$ cat src/rtl/sap1_pkg.sv
// Shared definitions for the SAP-1 program loader: FSM state encoding and default geometry.
package sap1_pkg;

    localparam int SAP1_MEM_DEPTH = 16;
    localparam int SAP1_ADDR_W    = 4;
    localparam int SAP1_DATA_W    = 8;

    typedef enum logic [2:0] {
        IDLE  = 3'd0,
        LOAD  = 3'd1,
        CHECK = 3'd2,
        RUN   = 3'd3,
        ERR   = 3'd4
    } sap1_state_e;

endpackage

$ cat src/rtl/sap1_checksum_acc.sv
// 8-bit clear/accumulate register that forms the mod-256 sum of program bytes.
module sap1_checksum_acc
    import sap1_pkg::*;
(
    input  logic                   clk,
    input  logic                   rst,
    input  logic                   clr,
    input  logic                   acc_en,
    input  logic [SAP1_DATA_W-1:0] data,
    output logic [SAP1_DATA_W-1:0] sum
);

    logic [SAP1_DATA_W-1:0] sum_q, sum_d;

    always_comb begin
        sum_d = sum_q;
        if (clr) begin
            sum_d = '0;
        end else if (acc_en) begin
            sum_d = sum_q + data;
        end
    end

    always_ff @(posedge clk) begin
        if (!rst) begin
            sum_q <= '0;
        end else begin
            sum_q <= sum_d;
        end
    end

    assign sum = sum_q;

endmodule

$ cat src/rtl/sap1_prog_loader.sv
// Streams MEM_DEPTH program bytes into the SAP-1 RAM and holds the CPU until the load completes.
// Define SAP1_LOADER_CHECKSUM_EN to require a trailing mod-256 checksum byte before release.
module sap1_prog_loader
    import sap1_pkg::*;
#(
    parameter int MEM_DEPTH = SAP1_MEM_DEPTH,
    parameter int ADDR_W    = SAP1_ADDR_W
) (
    input  logic                   clk,
    input  logic                   rst,
    input  logic                   load_start,
    input  logic                   in_valid,
    input  logic [SAP1_DATA_W-1:0] in_data,
    output logic                   in_ready,
    output logic                   mem_we,
    output logic [ADDR_W-1:0]      mem_addr,
    output logic [SAP1_DATA_W-1:0] mem_wdata,
    output logic                   cpu_hold,
    output logic                   load_done,
    output logic                   load_err
);

    sap1_state_e            state_q, state_d;
    logic [ADDR_W-1:0]      cnt_q, cnt_d;
    logic                   mem_we_q, mem_we_d;
    logic [ADDR_W-1:0]      mem_addr_q, mem_addr_d;
    logic [SAP1_DATA_W-1:0] mem_wdata_q, mem_wdata_d;
    logic                   last_beat;
    logic                   released;

    assign last_beat = (cnt_q == ADDR_W'(MEM_DEPTH - 1));

`ifdef SAP1_LOADER_CHECKSUM_EN
    logic [SAP1_DATA_W-1:0] sum;
    logic                   acc_en;

    assign acc_en = (state_q == LOAD) && in_valid && !load_start;

    sap1_checksum_acc u_checksum_acc (
        .clk    (clk),
        .rst    (rst),
        .clr    (load_start),
        .acc_en (acc_en),
        .data   (in_data),
        .sum    (sum)
    );
`endif

    always_comb begin
        state_d     = state_q;
        cnt_d       = cnt_q;
        mem_we_d    = 1'b0;
        mem_addr_d  = mem_addr_q;
        mem_wdata_d = mem_wdata_q;
        case (state_q)
            IDLE, RUN, ERR: begin
                if (load_start) begin
                    state_d = LOAD;
                    cnt_d   = '0;
                end
            end
            LOAD: begin
                // A restart request wins over a beat presented in the same cycle.
                if (load_start) begin
                    cnt_d = '0;
                end else if (in_valid) begin
                    mem_we_d    = 1'b1;
                    mem_addr_d  = cnt_q;
                    mem_wdata_d = in_data;
                    if (last_beat) begin
`ifdef SAP1_LOADER_CHECKSUM_EN
                        state_d = CHECK;
`else
                        state_d = RUN;
`endif
                    end else begin
                        cnt_d = cnt_q + 1'b1;
                    end
                end
            end
`ifdef SAP1_LOADER_CHECKSUM_EN
            CHECK: begin
                if (load_start) begin
                    state_d = LOAD;
                    cnt_d   = '0;
                end else if (in_valid) begin
                    state_d = (in_data == sum) ? RUN : ERR;
                end
            end
`endif
            default: state_d = IDLE;
        endcase
    end

    always_ff @(posedge clk) begin
        if (!rst) begin
            state_q     <= IDLE;
            cnt_q       <= '0;
            mem_we_q    <= 1'b0;
            mem_addr_q  <= '0;
            mem_wdata_q <= '0;
        end else begin
            state_q     <= state_d;
            cnt_q       <= cnt_d;
            mem_we_q    <= mem_we_d;
            mem_addr_q  <= mem_addr_d;
            mem_wdata_q <= mem_wdata_d;
        end
    end

    // The CPU stays held while the final write strobe is still on the RAM port.
    assign released  = (state_q == RUN) && !mem_we_q;

    assign in_ready  = (state_q == LOAD) || (state_q == CHECK);
    assign mem_we    = mem_we_q;
    assign mem_addr  = mem_addr_q;
    assign mem_wdata = mem_wdata_q;
    assign cpu_hold  = !released;
    assign load_done = released;
`ifdef SAP1_LOADER_CHECKSUM_EN
    assign load_err  = (state_q == ERR);
`else
    assign load_err  = 1'b0;
`endif

endmodule

$ cat config.mk
export PLATFORM = sky130hd
export DESIGN_NAME = sap1_prog_loader
export DESIGN_NICKNAME = d
export VERILOG_FILES = /design/src/rtl/sap1_pkg.sv /design/src/rtl/sap1_checksum_acc.sv /design/src/rtl/sap1_prog_loader.sv
export SDC_FILE = /design/constraint.sdc
export NUM_CORES = 1
export LEC_CHECK = 0
export CAP_MARGIN = 30
export CORE_MARGIN = 2
export CORE_UTILIZATION = 48
export DETAILED_ROUTE_END_ITERATION = 12
export GPL_ROUTABILITY_DRIVEN = 1
export PLACE_DENSITY = 0.82
export SKIP_LAST_GASP = 1
export SYNTH_ARGS = -nofsm -noshare
export SYNTH_HDL_FRONTEND = slang
export SYNTH_HIERARCHICAL = 1
export SYNTH_SLANG_ARGS = --single-unit
$ cat constraint.sdc
create_clock -name clk -period 4.6 [get_ports clk]
set_clock_uncertainty 0.2 [all_clocks]
set_input_delay 0.92 -clock clk [delete_from_list [all_inputs] [get_ports clk]]
set_output_delay 0.92 -clock clk [all_outputs]
set_load 0.02 [all_outputs]
Yosys cells after proc, flatten, opt, wreduce, memory -nomap -nowiden
Index checks and enable logic that the tools add are counted.
Widths: inputs -> output; s select.
{"block": "word_totals", "regBits": 20, "elab_cells": 42}
{"block": "classes", "add_sub_neg": 1, "eq_ne": 11, "muxes": 11, "bitwise_logic": 3, "reduce_logical": 11}
{"op": "$mux 4", "n": 4}
{"op": "$mux 3", "n": 4}
{"op": "$ne 2x2->1 const B", "n": 4}
{"op": "$pmux 4 s2", "n": 1}
{"op": "$reduce_and 4->1", "n": 2}
{"op": "$eq 3x2->1 const B", "n": 2}
{"op": "$ne 3x3->1 const B", "n": 2}
{"op": "$pmux 3 s2", "n": 1}
{"op": "$reduce_or 3->1", "n": 2}
{"op": "$add 4x1->4 const B", "n": 1}
{"op": "$eq 4x4->1 const B", "n": 1}
{"op": "$eq 3x1->1 const B", "n": 1}
{"op": "$eq 3x3->1 const B", "n": 1}
{"op": "$logic_not 3->1", "n": 1}
{"op": "$not 1->1", "n": 3}
{"op": "$reduce_and 3->1", "n": 1}
{"op": "$logic_not 1->1", "n": 2}
{"op": "$reduce_bool 2->1", "n": 1}
{"op": "$logic_and 1x1->1", "n": 1}
{"op": "$logic_or 1x1->1", "n": 1}
{"op": "$mux 1", "n": 1}

Logic depth before layout (Yosys ltp)
{"block": "logic_depth", "depth_word": 5, "ltp_mapped": 7, "mapped_depth_nobuf": 5}

Least setup slack after synthesis
No wires, ideal clock.
{"block": "synth_timing", "kind": "reg-to-output", "from": "reg state_q[0]", "to": "out in_ready", "arrival_ns": 0.899, "required_ns": 3.480, "path_slack_ns": 2.581, "path_stages_with_launch": 4, "path_buffers": 0, "path_cell_list": "dfxtp_1 inv_1 ha_1 inv_1"}
{"block": "synth_between", "elab_chain_len": 2}
{"element": "start, declared", "line_no": "sap1_prog_loader.sv:23", "text": "sap1_state_e state_q, state_d;"}
{"element": "start signal, assigned", "line_no": "sap1_prog_loader.sv:103", "text": "state_q <= state_d;"}
{"element": "$eq 3x1->1 or $eq 3x2->1 (tied branches)", "line_no": "sap1_prog_loader.sv:114", "text": "assign in_ready = (state_q == LOAD) || (state_q == CHECK);"}
{"element": "$logic_or 1x1->1 *", "line_no": "sap1_prog_loader.sv:114"}
{"element": "end, declared", "line_no": "sap1_prog_loader.sv:14", "text": "output logic in_ready,"}
Every way passes the cells marked *; elsewhere a longest branch is shown, timed or not.

Final worst setup path
Ends and elaborated chain as after synthesis.

==> summary.md <==
| Metric | Value |
|---|---|
| Peak supply drop | `0.196 mV` |
| CP max-delay cell | `clkdlybuf4s50_1` |
| Final WL | `1.90 mm` |
| Relative slew slack | `0.566` |
| Crit-path max FO | `7` |
| H-tree Lvls | `1` |
| 1st-iter DRT viols | `10` |
| Number of synthesized register bits | `19` |
| Port buffer count | `27` |
| PostCTS Resize Cnt | `0` |
| EDFF count, synth | `0` |
| Die H | `48.1 µm` |
| Layout Cells excl Fill | `159` |
| Largest net degree at the start of global routing | `23` |
| Remaining DRCs | `0` |
| Most frequent cells in the layout | `29 x nand2_1, 27 x clkdlybuf4s50_1, 19 x dfxtp_1` |
| Setup TNS | `0 ps` |
| Cell Pwr Density | `269 nW/µm²` |
| Top FF cell, synth | `dfxtp_1` |
| Share of post-route cells with drive strength above 1 | `0.0672` |
| Post-CTS Setup Inserts | `0` |
| Routability cong. | `0.836` |
| Commonest non-fill, non-tap cell in the layout | `nand2_1` |
| Root Buffer | `clkbuf_4` |
| Final-report setup violation count | `0` |
| Detailed Routing Iterations Pass 1 | `3` |
| CP dominant cell by count | `inv_1` |
| Startpoint Class | `flop` |
| Leakage power | `0.000465 µW` |
| Die Wd | `48.1 µm` |
| Ys Warns | `6` |
| Initial core utilization | `0.524` |
| Total CTS buffers | `3` |
| Crit. Startpoint | `state_q[0]` |
| Routed WL per cell | `11.9 µm` |
| Vias per cell | `4.97` |
| Worst slack, placed | `2030 ps` |
| Via count | `791` |
| Fmax | `343 MHz` |
| Asr flop ratio synth | `0` |
| Worst R2R Start | `state_q[0]` |
| Syn avg cell area | `8.56 µm²` |
| RSZ-0062 raised after global routing | `false` |
| Post-CTS Hold Buffers | `0` |
| Num rows | `15` |
| Worst-path clk slew | `110 ps` |
| Hold Fails Final Rpt | `0` |
| Number of max-cap violations | `0` |
| Final #Nets | `151` |
| Synth Cell Area | `933 µm²` |
| Worst hold-check path type | `flop to flop` |
| Netlist cell types | `31` |
| Arrival time at the worst endpoint | `1790 ps` |
| Worst path cell trace | `inv_1 -> ha_1 -> inv_1 -> clkdlybuf4s50_1` |
| Critical Path Sink Type | `primary output` |
| Min Tclk post-route | `2910 ps` |
| Critical Path RT | `3480 ps` |
| Die ar. | `2310 µm²` |
| Initial antenna violation count | `0` |
| Slew @ Worst Pin | `649 ps` |
| Max Slew Vio Count | `0` |
| Part of the cycle the worst path needs | `0.633` |
| CTS sink cnt | `19` |
| Num ports | `29` |
| Number of diodes | `0` |
| Post-DP HPWL | `1.35 mm` |
| CTS tree | `yes` |
| Status | `finished, final reports clean` |
| Global-route wire length before repair | `3.02 mm` |
| Latest clock arrival within the worst-skew pair | `300 ps` |
| Syn_nets | `125` |
| Fillers | `154` |
| Min-delay src | `mem_wdata[5]` |
| Final ANT Viol Nets | `0` |
| Worst stage delay on the critical path | `600 ps` |
| All-Layer GR Usage | `0.192` |
| Seq/Total Area, Yosys | `0.408` |
| Total global routing overflow | `0` |
| Final worst slack | `1690 ps` |
| CP Class | `flop to primary output` |
| P&R area growth vs syn | `31.5%` |
| Clock Tree Buf Depth | `2` |
| Dpl cells | `155` |
| Synth Instances | `109` |
| Vias in the first global route | `722` |
| Core area | `1780 µm²` |
Yosys cell counts, types with 2 or more instances:
cell type  count  area share
nand2_1       29        0.12
inv_1          7       0.028
and2b_1        2       0.016
a211oi_1       2       0.016
clkbuf_1       2      0.0080
o22ai_1        3       0.020
nand3_1        2       0.011
a21boi_0       2       0.016
nand2b_1       4       0.027
buf_4          3       0.024
a21boi_1      10       0.080
ha_1           4       0.054
o221a_2        2       0.024
nor2b_1        2       0.013
dfxtp_1       19        0.41
final cells by class:
cell class	count	area, µm²	area share
Clock buffer	3	22.5	0.0183
Clock inverter	1	5.00	0.00408
Inverter	7	26.3	0.0214
Multi-Input combinational cell	77	492	0.401
Sequential cell	19	380	0.310
Tap cell	25	31.3	0.0255
Timing Repair Buffer	27	270	0.220
per-stage QoR:
step | instance area, µm² | hold WS (ps) | total power (µW) | util
3_3_place_gp | 1200 | 239 | 246 | 0.673
5_1_grt | 1230 | 287 | 348 | 0.688
4_1_cts | 1230 | 260 | 336 | 0.688
6_report | 1230 | 257 | 331 | 0.688
3_5_place_dp | 1200 | 244 | 248 | 0.673
2_1_floorplan | 933 | 268 | 224 | -
metal layers:
| layer | up-vias | part of all wire | global-route usage |
|---|---|---|---|
| met5 | - | 0 | 0 |
| met4 | 0 | 0.015 | 0.119 |
| met3 | 4 | 0.035 | 0.0519 |
| met2 | 14 | 0.50 | 0.291 |
| met1 | 358 | 0.45 | 0.242 |
| li1 | 415 | - | - |
sequential cells by signal, summed over array words and instances, names as in the netlist:
| name | flops |
|---|---|
| mem_we | 1 |
| cnt_q | 4 |
| mem_addr | 4 |
| state_q | 2 |
| mem_wdata | 8 |
worst max-delay path: cells and delay by family (launching register included):
kind	cells	cell delay (ps)
DFF	1	390
buffers and inverters	3	740
adders and majority gates	1	360
cells by family (layout without fill, tap and decap cells):
group | after synthesis | after routing | synth area share
and+or+nand+nor | 47 | 47 | 0.239
AOI/OAI and AO/OA | 24 | 24 | 0.220
DFF | 19 | 19 | 0.408
buffers and inverters | 13 | 38 | 0.0657
adders and majority gates | 4 | 4 | 0.0536
other | 1 | 1 | 0.00402
muxes | 1 | 1 | 0.0107
where the power goes:
group / switching [µW] / total (µW) / leakage (µW) / internal, µW
Clock: 54.2 / 86.6 / 0.0000177 / 32.5
Sequential: 3.32 / 173 / 0.000154 / 170
Combinational: 37.4 / 71.2 / 0.000294 / 33.8
final timing paths:
path	end	slack, ps	cells after the start
max	in_ready	1690	4
min	mem_wdata[5]	260	2
min reg2reg	mem_wdata[5]	260	2
max reg2reg	state_q[0]	2780	5
(Power assumes the default switching activity.)
